`src/rtl/stall_ctrl_if.sv`:
```
// Stall controller bus: stage stall requests in, stall vector and EX sequencing status out.
interface stall_ctrl_if;
  logic        id_stallreq;
  logic        ex_mul_start;
  logic        ex_div_start;
  logic        mem_stallreq;
  logic        flush;
  logic [5:0]  stall;
  logic        ex_busy;
  logic        ex_done;
  logic [31:0] stall_cnt;

  modport master (
    output id_stallreq, ex_mul_start, ex_div_start, mem_stallreq, flush,
    input  stall, ex_busy, ex_done, stall_cnt
  );

  modport slave (
    input  id_stallreq, ex_mul_start, ex_div_start, mem_stallreq, flush,
    output stall, ex_busy, ex_done, stall_cnt
  );
endinterface

```
`src/rtl/stall_ctrl.sv`:
```
// Central pipeline stall controller with multi-cycle EX sequencer.
// Optional stall-cycle performance counter enabled by defining STALL_PERF_EN.
module stall_ctrl #(
  parameter int MUL_CYCLES = 4,
  parameter int DIV_CYCLES = 32
) (
  input logic        clk,
  input logic        rst,
  stall_ctrl_if.slave bus
);

  typedef enum logic [0:0] {IDLE = 1'b0, BUSY = 1'b1} state_t;

  localparam logic [7:0] MUL_LOAD = 8'(MUL_CYCLES - 1);
  localparam logic [7:0] DIV_LOAD = 8'(DIV_CYCLES - 1);

  state_t     state_r, state_s;
  logic [7:0] cnt_r, cnt_s;
  logic       ex_req_s;
  logic       mem_req_s;
  logic [5:0] stall_s;
  logic       ex_busy_s;
  logic       ex_done_s;

  // State and countdown register
  always_ff @(posedge clk) begin
    if (!rst) begin
      state_r <= IDLE;
      cnt_r   <= 8'd0;
    end else begin
      state_r <= state_s;
      cnt_r   <= cnt_s;
    end
  end

  // Next-state, EX request and status decode
  always_comb begin
    state_s   = state_r;
    cnt_s     = cnt_r;
    ex_req_s  = 1'b0;
    ex_busy_s = 1'b0;
    ex_done_s = 1'b0;
    mem_req_s = bus.mem_stallreq;
    case (state_r)
      IDLE: begin
        if (bus.ex_div_start) begin
          ex_req_s = 1'b1;
          state_s  = BUSY;
          cnt_s    = DIV_LOAD;
        end else if (bus.ex_mul_start) begin
          ex_req_s = 1'b1;
          state_s  = BUSY;
          cnt_s    = MUL_LOAD;
        end else begin
          state_s  = IDLE;
        end
      end
      BUSY: begin
        if (cnt_r != 8'd0) begin
          ex_req_s  = 1'b1;
          ex_busy_s = 1'b1;
          cnt_s     = cnt_r - 8'd1;
        end else begin
          // Result stays valid until MEM lets the EX instruction advance
          ex_done_s = 1'b1;
          if (!bus.mem_stallreq) begin
            state_s = IDLE;
          end else begin
            state_s = BUSY;
          end
        end
      end
      default: begin
        state_s = IDLE;
        cnt_s   = 8'd0;
      end
    endcase
    if (bus.flush) begin
      state_s = IDLE;
      cnt_s   = 8'd0;
    end else begin
      cnt_s   = cnt_s;
    end
  end

  // Highest requesting stage sets the stall prefix; everything is masked in reset
  always_comb begin
    stall_s = 6'b000000;
    if (!rst) begin
      stall_s = 6'b000000;
    end else if (mem_req_s) begin
      stall_s = 6'b011111;
    end else if (ex_req_s) begin
      stall_s = 6'b001111;
    end else if (bus.id_stallreq) begin
      stall_s = 6'b000111;
    end else begin
      stall_s = 6'b000000;
    end
  end

  assign bus.stall   = stall_s;
  assign bus.ex_busy = rst & ex_busy_s;
  assign bus.ex_done = rst & ex_done_s;

`ifdef STALL_PERF_EN
  logic [31:0] stall_cnt_r;

  // Saturating count of cycles in which the PC is held
  always_ff @(posedge clk) begin
    if (!rst) begin
      stall_cnt_r <= 32'd0;
    end else if (stall_s[0] && (stall_cnt_r != 32'hFFFF_FFFF)) begin
      stall_cnt_r <= stall_cnt_r + 32'd1;
    end else begin
      stall_cnt_r <= stall_cnt_r;
    end
  end

  assign bus.stall_cnt = stall_cnt_r;
`else
  assign bus.stall_cnt = 32'd0;
`endif

endmodule

```
`src/flat_wrapper.sv`:
```
// flat-port wrapper written by rule: the top's interface ports become plain ports
module stall_ctrl_flat 
#(
  parameter int MUL_CYCLES = 4,
  parameter int DIV_CYCLES = 32
)
  (clk, rst, bus_id_stallreq, bus_ex_mul_start, bus_ex_div_start, bus_mem_stallreq, bus_flush, bus_stall, bus_ex_busy, bus_ex_done, bus_stall_cnt);
  stall_ctrl_if bus_i ();
  input logic clk;
  input logic rst;
  input wire logic [$bits(bus_i.id_stallreq)-1:0] bus_id_stallreq;
  input wire logic [$bits(bus_i.ex_mul_start)-1:0] bus_ex_mul_start;
  input wire logic [$bits(bus_i.ex_div_start)-1:0] bus_ex_div_start;
  input wire logic [$bits(bus_i.mem_stallreq)-1:0] bus_mem_stallreq;
  input wire logic [$bits(bus_i.flush)-1:0] bus_flush;
  output wire logic [$bits(bus_i.stall)-1:0] bus_stall;
  output wire logic [$bits(bus_i.ex_busy)-1:0] bus_ex_busy;
  output wire logic [$bits(bus_i.ex_done)-1:0] bus_ex_done;
  output wire logic [$bits(bus_i.stall_cnt)-1:0] bus_stall_cnt;
  assign bus_i.id_stallreq = bus_id_stallreq;
  assign bus_i.ex_mul_start = bus_ex_mul_start;
  assign bus_i.ex_div_start = bus_ex_div_start;
  assign bus_i.mem_stallreq = bus_mem_stallreq;
  assign bus_i.flush = bus_flush;
  assign bus_stall = bus_i.stall;
  assign bus_ex_busy = bus_i.ex_busy;
  assign bus_ex_done = bus_i.ex_done;
  assign bus_stall_cnt = bus_i.stall_cnt;
  stall_ctrl #(.MUL_CYCLES(MUL_CYCLES), .DIV_CYCLES(DIV_CYCLES)) u_core (.clk(clk), .rst(rst), .bus(bus_i));
endmodule
```
`config.mk`:
```
export PLATFORM = sky130hd
export DESIGN_NAME = stall_ctrl_flat
export DESIGN_NICKNAME = d
export VERILOG_FILES = /design/src/rtl/stall_ctrl_if.sv /design/src/rtl/stall_ctrl.sv /design/src/flat_wrapper.sv
export SDC_FILE = /design/constraint.sdc
export NUM_CORES = 1
export LEC_CHECK = 0
export ABC_AREA = 0
export CAP_MARGIN = 30
export CORE_MARGIN = 2
export CORE_UTILIZATION = 40
export DETAILED_ROUTE_END_ITERATION = 16
export GPL_ROUTABILITY_DRIVEN = 0
export PLACE_DENSITY = 0.94
export SLEW_MARGIN = 20
export SYNTH_ARGS = -nofsm -noshare
export SYNTH_HDL_FRONTEND = slang
export SYNTH_SLANG_ARGS = --single-unit
export TNS_END_PERCENT = 20
```
`constraint.sdc`:
```
create_clock -name clk -period 2.9 [get_ports clk]
set_input_delay 0.58 -clock clk [delete_from_list [all_inputs] [get_ports clk]]
set_output_delay 0.58 -clock clk [all_outputs]
set_load 0.05 [all_outputs]
```
==> reports/summary.txt, run 1 <==
post_cts resized: 0
Synth area leader: buf_4
final setup margin: 179 ps
fin crit share: 93.8%
final hold violations: 0
Pleak: 0.396 nW
post-route setup TNS: 0 ps
asr flop ratio synth: 0%
clock sink count: 9
fraction of layout cells with a size suffix above 1: 15.0%
Layout Cells excl Fill: 140
first-pass GRT wire length: 2230 um
Cells after DPL: 136
vias: 670
TritonCTS clock tree: built
drt drc: 0
Pwr Total: 0.437 mW
final setup vio count: 0
Final min period: 2720 ps
total setup buffers inserted after CTS: 0
CP Buf/Inv Count: 2
WHS: 504 ps
Syn Area/Cell: 8.14 um^2
Adder-Cell Fraction of Synth Area: 1.55%
Hold Path Class: flop to flop
post-synthesis cell type count: 34
Core Area: 1920 um^2
Max Clock Skew: 10.2 ps
# nets final: 122
H-tree depth: 1
Crit. End Element: primary output
Synth Area in Simple Gates: 25.6%
# rows: 16
Slew Viols, Final: 0
IR drop worst, VDD: 0.248 mV
gr ovfl total: 0
RSZ-0062 raised after global routing: no
Highest Clock Rate: 368 MHz
Cell Chain, Critical Path: clkdlybuf4s50_1 -> or3_1 -> o21a_1 -> o31a_1 -> buf_4
Max-cap violations: 0
Placed Area: 813 um^2
Skew-Pair Late Insertion Delay: 270 ps
DR WL/cell: 10.4 um
largest family of logic cells by synthesized area: buffers and inverters
final cell utilization of the core: 43.7%
status: complete, no violations
ys flop type: dfxtp_1
Clock Tree Buf Depth: 2
DP Wirelength: 1120 um
CP required: 2320 ps
die area: 2390 um^2
antenna-violating nets left: 0
post-synthesis cell area: 806 um^2
number of global-route vias before repair: 567
worst path arrival time: 2140 ps
Cells after Synth: 99
number of synthesized flops with an enable pin: 0
Yosys top cell area share: 32.6%
Yosys Warn Count: 0
post-synthesis sequential area ratio: 22.4%
Routed Wire Length: 1450 um
clk slew on worst S/H paths: 60 ps
crit path kind: input pin to primary output
drt initial violations: 27
top cell family by delay on the critical path: buffers and inverters
Die H: 48.9 um
dpl ws: 206 ps
mux contribution to synthesized area: 1.24%
synthesized flop and latch total: 9
Num CTS Buffers: 3
XOR/XNOR Fraction of Synth Area: 0%
CP startpoint kind: input pin
Layout area overhead: 4.19%
I/O pin count: 47
All-Layer GR Usage: 12.1%
Pre-antenna DRT Iters: 4
initial core utilization: 41.9%
Diodes inserted: 0
Root Driver: clkbuf_4
port buffer count: 13
CP max stage cell: clkdlybuf4s50_1
Via density: 4.79
Synth Area in Compound Gates: 14.8%
pwr dens: 521 nW/um^2
Area contributors post-synth: buf_4 33%, dfxtp_1 22%, or3_1 4.7%
initial antenna violation count: 0
Hold-fix buffers, CTS: 0
Max FO, Critical Path: 6
Die W: 48.9 um
fin area: 840 um^2
pin count of the biggest net entering global routing: 11
Crit path largest cell delay: 450 ps
## metal layers
metal | global-route usage, % | vias to the layer above | part of all wire [%]
li1 | - | 310 | -
met1 | 12.7 | 291 | 37
met2 | 21.0 | 56 | 48
met3 | 2.76 | 13 | 11
met4 | 9.05 | 0 | 4.3
met5 | 0 | - | 0
## cell type report
| type | count | area (um^2) |
|---|---|---|
| repair buffers | 14 | 120 |
| multi-input cells | 84 | 472 |
| inverters | 2 | 7.51 |
| fillers | 211 | 1080 |
| flip-flops and latches | 9 | 180 |
| clock buffers | 4 | 26.3 |
| well taps | 27 | 33.8 |
## cell usage after synthesis, types with 2 or more instances
cell type  count
or3_2          2
dfxtp_1        9
or3_1          6
o31ai_1        2
buf_4         35
inv_1          2
and3_1         2
nor2b_1        3
nor3_1         4
and2_1         2
nor2_1         7
nand2b_1       3
## tightest hold or removal path, stage by stage (launching register included)
cell and delay, ps:
dfxtp_1 330, nand2_1 70, mux2i_1 60
## worst paths after layout
path,start,to,slack (ps),depth (start not counted)
worst min register to register,u_core.cnt_r[7],u_core.cnt_r[7],500,2
worst min-delay path,u_core.cnt_r[7],u_core.cnt_r[7],500,2
worst max register to register,u_core.cnt_r[0],u_core.cnt_r[7],1150,6
worst max-delay path,bus_ex_mul_start,bus_stall[2],180,5
## power breakdown
group	internal (mW)	switching (mW)	total [mW]
Sequential	0.131	0.00801	0.139
Clock	0.0531	0.0452	0.0982
Combinational	0.0441	0.156	0.200
## sequential cells by signal (all words and copies together) (netlist names)
register,count
u_core.state_r,1
u_core.cnt_r,8
## cells in the final DEF, fill, tap and decap left out, types with 2 or more instances in the layout
cell type | Yosys | routed
conb_1 | 1 | 33
dfxtp_1 | 9 | 9
buf_4 | 35 | 8
nor2_1 | 7 | 7
or3_1 | 6 | 6
clkdlybuf4s50_1 | 0 | 6
nor3_1 | 4 | 4
nor2b_1 | 3 | 3
nand2b_1 | 3 | 3
clkbuf_4 | 0 | 3
inv_1 | 2 | 2
and2_1 | 2 | 2
and3_1 | 2 | 2
or3_2 | 2 | 2
o31ai_1 | 2 | 2
## cell families (layout without fill, tap and decap cells)
| logic type | Yosys count | after routing |
|---|---|---|
| compound gates | 14 | 14 |
| fa+ha+maj | 1 | 1 |
| buf+inv | 38 | 20 |
| flops | 9 | 9 |
| mux | 1 | 1 |
| other cells | 1 | 33 |
| simple gates | 35 | 35 |
Note: power is estimated with default switching activity, not from simulation.
==> run 2: changes to the inputs <==
Settings changed: SETUP_SLACK_MARGIN set to 0.15, SLEW_MARGIN 20 to 25.
==> run 2 against run 1 <==
  * Final area up 0.15%
  * Highest routed layer unchanged
  * Wire length up 1.6%
  * Clock skew about the same
  * Die area unchanged
  * Sequential cell count unchanged
  * Critical path type unchanged
  * Largest cell class unchanged
  * Final cell count unchanged
  * Via count down 0.75%
  * Register-to-register slack worse by 30 ps
==> reports/summary.txt, run 2 (synthesized netlist as in run 1, its figures left out) <==
H-tree depth: 1
Hold Crit Depth: 2
Largest regs: u_core.cnt_r x8, u_core.state_r x1
Hold-fix buffers, CTS: 0
# rows: 16
All-Layer GR Usage: 12.1%
R2R cell count: 6
drt drc: 0
port buffer count: 13
pin count of the biggest net entering global routing: 11
Core Area: 1920 um^2
RSZ-0062 raised after global routing: no
Layout area overhead: 4.35%
fillers: 213
final setup margin: 190 ps
Num CTS Buffers: 3
wire length on met1: 539 um
most common cell after layout, fill and taps aside: conb_1
Clock Tree Buf Depth: 2
total setup buffers inserted after CTS: 0
Hold Path Class: flop to flop
WL met3: 161 um
fraction of layout cells with a size suffix above 1: 15.9%
Worst Min Path Start: u_core.cnt_r[7]
DR WL/cell: 10.5 um
R2R Setup Slk: 1120 ps
max reg flops: 8
post-route setup TNS: 0 ps
pwr dens: 521 nW/um^2
# nets final: 122
first-pass GRT wire length: 2230 um
initial core utilization: 41.9%
Final min period: 2710 ps
Placed Area: 813 um^2
CP startpoint kind: input pin
top cell family by delay on the critical path: buffers and inverters
Crit. End Element: primary output
CP max stage cell: clkdlybuf4s50_1
CP Buf/Inv Count: 2
Pre-antenna DRT Iters: 4
Hold Path Sink: u_core.cnt_r[7]
CP required: 2320 ps
vias: 665
Skew-Pair Late Insertion Delay: 270 ps
Diodes inserted: 0
Die W: 48.9 um
clock sink count: 9
I/O pin count: 47
IR drop worst, VDD: 0.248 mV
Pwr Total: 0.438 mW
post_cts resized: 0
Max Clock Skew: 9.76 ps
Slew Viols, Final: 0
Crit path largest cell delay: 450 ps
initial antenna violation count: 0
crit path kind: input pin to primary output
dpl ws: 206 ps
Routed Wire Length: 1470 um
fin area: 841 um^2
Die H: 48.9 um
clk slew on worst S/H paths: 60 ps
Highest Clock Rate: 369 MHz
highest metal used: met4
gr ovfl total: 0
final hold violations: 0
Cell Chain, Critical Path: clkdlybuf4s50_1 -> or3_1 -> o21a_2 -> o31a_1 -> buf_4
Biggest register: u_core.cnt_r
Via density: 4.75
final setup vio count: 0
antenna-violating nets left: 0
worst path arrival time: 2130 ps
fin crit share: 93.4%
drt initial violations: 23
status: complete, no violations
Max-cap violations: 0
DP Wirelength: 1120 um
worst r2r src: u_core.cnt_r[1]
Max FO, Critical Path: 6
die area: 2390 um^2
met2 wire len: 714 um
Pleak: 0.396 nW
highest-count cells in the layout ignoring fill and taps: 33 x conb_1, 9 x dfxtp_1, 8 x buf_4
number of global-route vias before repair: 567
r2r endpoint: u_core.cnt_r[7]
TritonCTS clock tree: built
Root Driver: clkbuf_4
## run 2: how the worst max path moves through the flow
stage,startpoint,to,cells past startpoint
2_1_floorplan,u_core.cnt_r[1],bus_stall[1],6
3_3_place_gp,bus_ex_mul_start,bus_stall[1],5
3_5_place_dp,bus_ex_mul_start,bus_stall[0],5
4_1_cts,bus_ex_mul_start,bus_stall[0],5
5_1_grt,u_core.cnt_r[0],bus_stall[0],6
6_report,bus_ex_mul_start,bus_stall[0],5
## run 2: metrics by stage
| step | utilization, % | hold slack, ps | cells |
|---|---|---|---|
| 6_report | 43.8 | 504 | 140 |
| 3_5_place_dp | 42.3 | 499 | 136 |
| 2_1_floorplan | - | 456 | 131 |
| 4_1_cts | 43.7 | 504 | 140 |
| 5_1_grt | 43.8 | 540 | 140 |
| 3_3_place_gp | 42.3 | 485 | 136 |
## run 2: worst register-to-register path: cells and delay by family (launching register included)
kind	cells	cell delay (ps)
mux	1	160
flops	1	320
simple gates	2	640
buf+inv	1	90
compound gates	1	290
fa+ha+maj	1	210
## run 2: area by class of cell
class                      instances  area (um^2)  area share, %
multi-input combinational         84          473           56.3
clock buffer                       4         26.3           3.13
sequential                         9          180           21.4
tap                               27         33.8           4.02
inverter                           2         7.51          0.893
timing repair buffer              14          120           14.3
## run 2: layer usage
layer	up-vias	GRT usage (%)
li1	310	-
met1	294	12.7
met2	52	21.0
met3	9	2.76
met4	0	9.05
met5	-	0
## run 2: where the power goes
| group | internal [mW] | switching [mW] |
|---|---|---|
| logic | 0.0445 | 0.156 |
| clock network | 0.0531 | 0.0458 |
| registers | 0.131 | 0.00784 |
| total | 0.228 | 0.209 |
==> run 3: changes to the inputs <==
Settings changed: CORE_UTILIZATION 40 to 35, PLACE_DENSITY 0.94 to 0.85.
==> run 3 against run 2 <==
  * Final area increased by 2.1%
  * Non-clock buffer count did not move
  * Die area grew 13%
  * Sequential cell count stayed put
  * Clock skew fell by 5.8 ps
  * Critical path depth is the same
  * Sequential share of layout area is 0.44 points lower
  * Wire length down 5.0%
  * Maximum frequency rose by 1.1%
  * Clock-buffer cell count stayed put
  * Global-route usage shrank 0.43 points
  * Combinational power about the same
==> reports/summary.txt, run 3 (synthesized netlist as in run 1, its figures left out) <==
status: complete, no violations
drt initial violations: 2
fraction of layout cells with a size suffix above 1: 17.7%
Via density: 4.48
Die W: 52.0 um
clock power share: 22.4%
Internal Power: 0.232 mW
fin crit share: 92.4%
power share of the combinational group: 46.1%
pin count of the biggest net entering global routing: 11
initial antenna violation count: 0
Root Driver: clkbuf_4
r2r endpoint: u_core.cnt_r[7]
Final min period: 2680 ps
All-Layer GR Usage: 11.7%
Switching Fraction: 47.5%
highest-count cells in the layout ignoring fill and taps: 33 x conb_1, 9 x dfxtp_1, 8 x buf_4
Layout area overhead: 6.52%
die area: 2700 um^2
pwr dens: 514 nW/um^2
RSZ-0062 raised after global routing: no
drt drc: 0
Hold Path Sink: u_core.cnt_r[7]
vias: 632
antenna-violating nets left: 0
CP required: 2320 ps
TritonCTS clock tree: built
final cell utilization of the core: 39.2%
R2R Setup Slk: 1140 ps
post_cts resized: 0
I/O pin count: 47
clk slew on worst S/H paths: 60 ps
final setup vio count: 0
IR drop worst, VDD: 0.322 mV
Max-cap violations: 0
Pleak: 0.399 nW
Skew-Pair Late Insertion Delay: 270 ps
Hold Path Class: flop to flop
number of global-route vias before repair: 562
footprint of the multi-input gates: 489 um^2
Max FO, Critical Path: 6
Core Area: 2190 um^2
DR WL/cell: 9.91 um
Highest Clock Rate: 373 MHz
Diodes inserted: 0
most common cell after layout, fill and taps aside: conb_1
Biggest register: u_core.cnt_r
sequential cell area: 180 um^2
Slew Viols, Final: 0
Worst Min Path Start: u_core.cnt_r[7]
max reg flops: 8
post-route setup TNS: 0 ps
H-tree depth: 1
DP Wirelength: 1070 um
Clock Tree Buf Depth: 2
Max Clock Skew: 3.99 ps
Largest regs: u_core.cnt_r x8, u_core.state_r x1
Hold Crit Depth: 2
# nets final: 122
total setup buffers inserted after CTS: 0
initial core utilization: 36.8%
Routed Wire Length: 1400 um
crit path kind: input pin to primary output
Hold-fix buffers, CTS: 0
Flop pwr share: 31.5%
clock sink count: 9
worst path arrival time: 2100 ps
Switch Pwr: 0.210 mW
Num CTS Buffers: 3
fillers: 218
# rows: 17
gr ovfl total: 0
Crit. End Element: primary output
CP startpoint kind: input pin
Pre-antenna DRT Iters: 4
port buffer count: 13
worst r2r src: u_core.cnt_r[1]
R2R cell count: 6
Die H: 52.0 um
final hold violations: 0
first-pass GRT wire length: 2340 um
[run 3: cell counts in the layout (fill, tap and decap cells not counted)]
Identical to the previous run, type by type.
[run 3: through the flow]
step	setup slack [ps]	total power, mW	hold slack, ps	instances	area [um^2]
3_5_place_dp	216	0.338	499	137	815
2_1_floorplan	384	0.344	456	131	926
6_report	220	0.441	519	141	858
4_1_cts	205	0.438	508	141	841
3_3_place_gp	252	0.336	489	137	815
5_1_grt	154	0.469	558	141	858
[run 3: area by class of cell]
type	count	share of cell area [%]
multi-input combinational	84	57.0
sequential	9	21.0
timing repair buffer	14	14.0
tap	28	4.08
clock buffer	4	3.06
inverter	2	0.875
[run 3: worst max-delay path by stage]
| stage | to | depth (start not counted) | start |
|---|---|---|---|
| final | bus_stall[1] | 5 | bus_ex_mul_start |
| after global routing | bus_stall[1] | 6 | u_core.cnt_r[1] |
| after CTS | bus_stall[1] | 5 | bus_ex_mul_start |
| after detailed placement | bus_stall[1] | 5 | bus_ex_mul_start |
| after global placement | bus_stall[2] | 5 | bus_ex_mul_start |
| after floorplan | bus_stall[1] | 6 | u_core.cnt_r[1] |
[run 3: worst max-delay path, cell delays in order]
cell	delay [ps]
clkdlybuf4s50_1	440
or3_1	420
o21a_2	180
o31a_1	270
buf_4	200
[run 3: power by group through the flow]
| stage | logic [mW] | clock network, mW | registers (mW) |
|---|---|---|---|
| after CTS | 0.197 | 0.102 | 0.138 |
| after floorplan | 0.205 | 0 | 0.139 |
| final | 0.203 | 0.0990 | 0.139 |
| after detailed placement | 0.197 | 0 | 0.141 |
| after global routing | 0.217 | 0.113 | 0.140 |
| after global placement | 0.195 | 0 | 0.141 |
[run 3: per-layer routing]
layer | up-vias | global-route usage, % | wire length [um]
li1 | 312 | - | -
met1 | 279 | 13.2 | 564
met2 | 36 | 18.8 | 686
met3 | 5 | 5.46 | 130
met4 | 0 | 4.82 | 17
met5 | - | 0 | 0
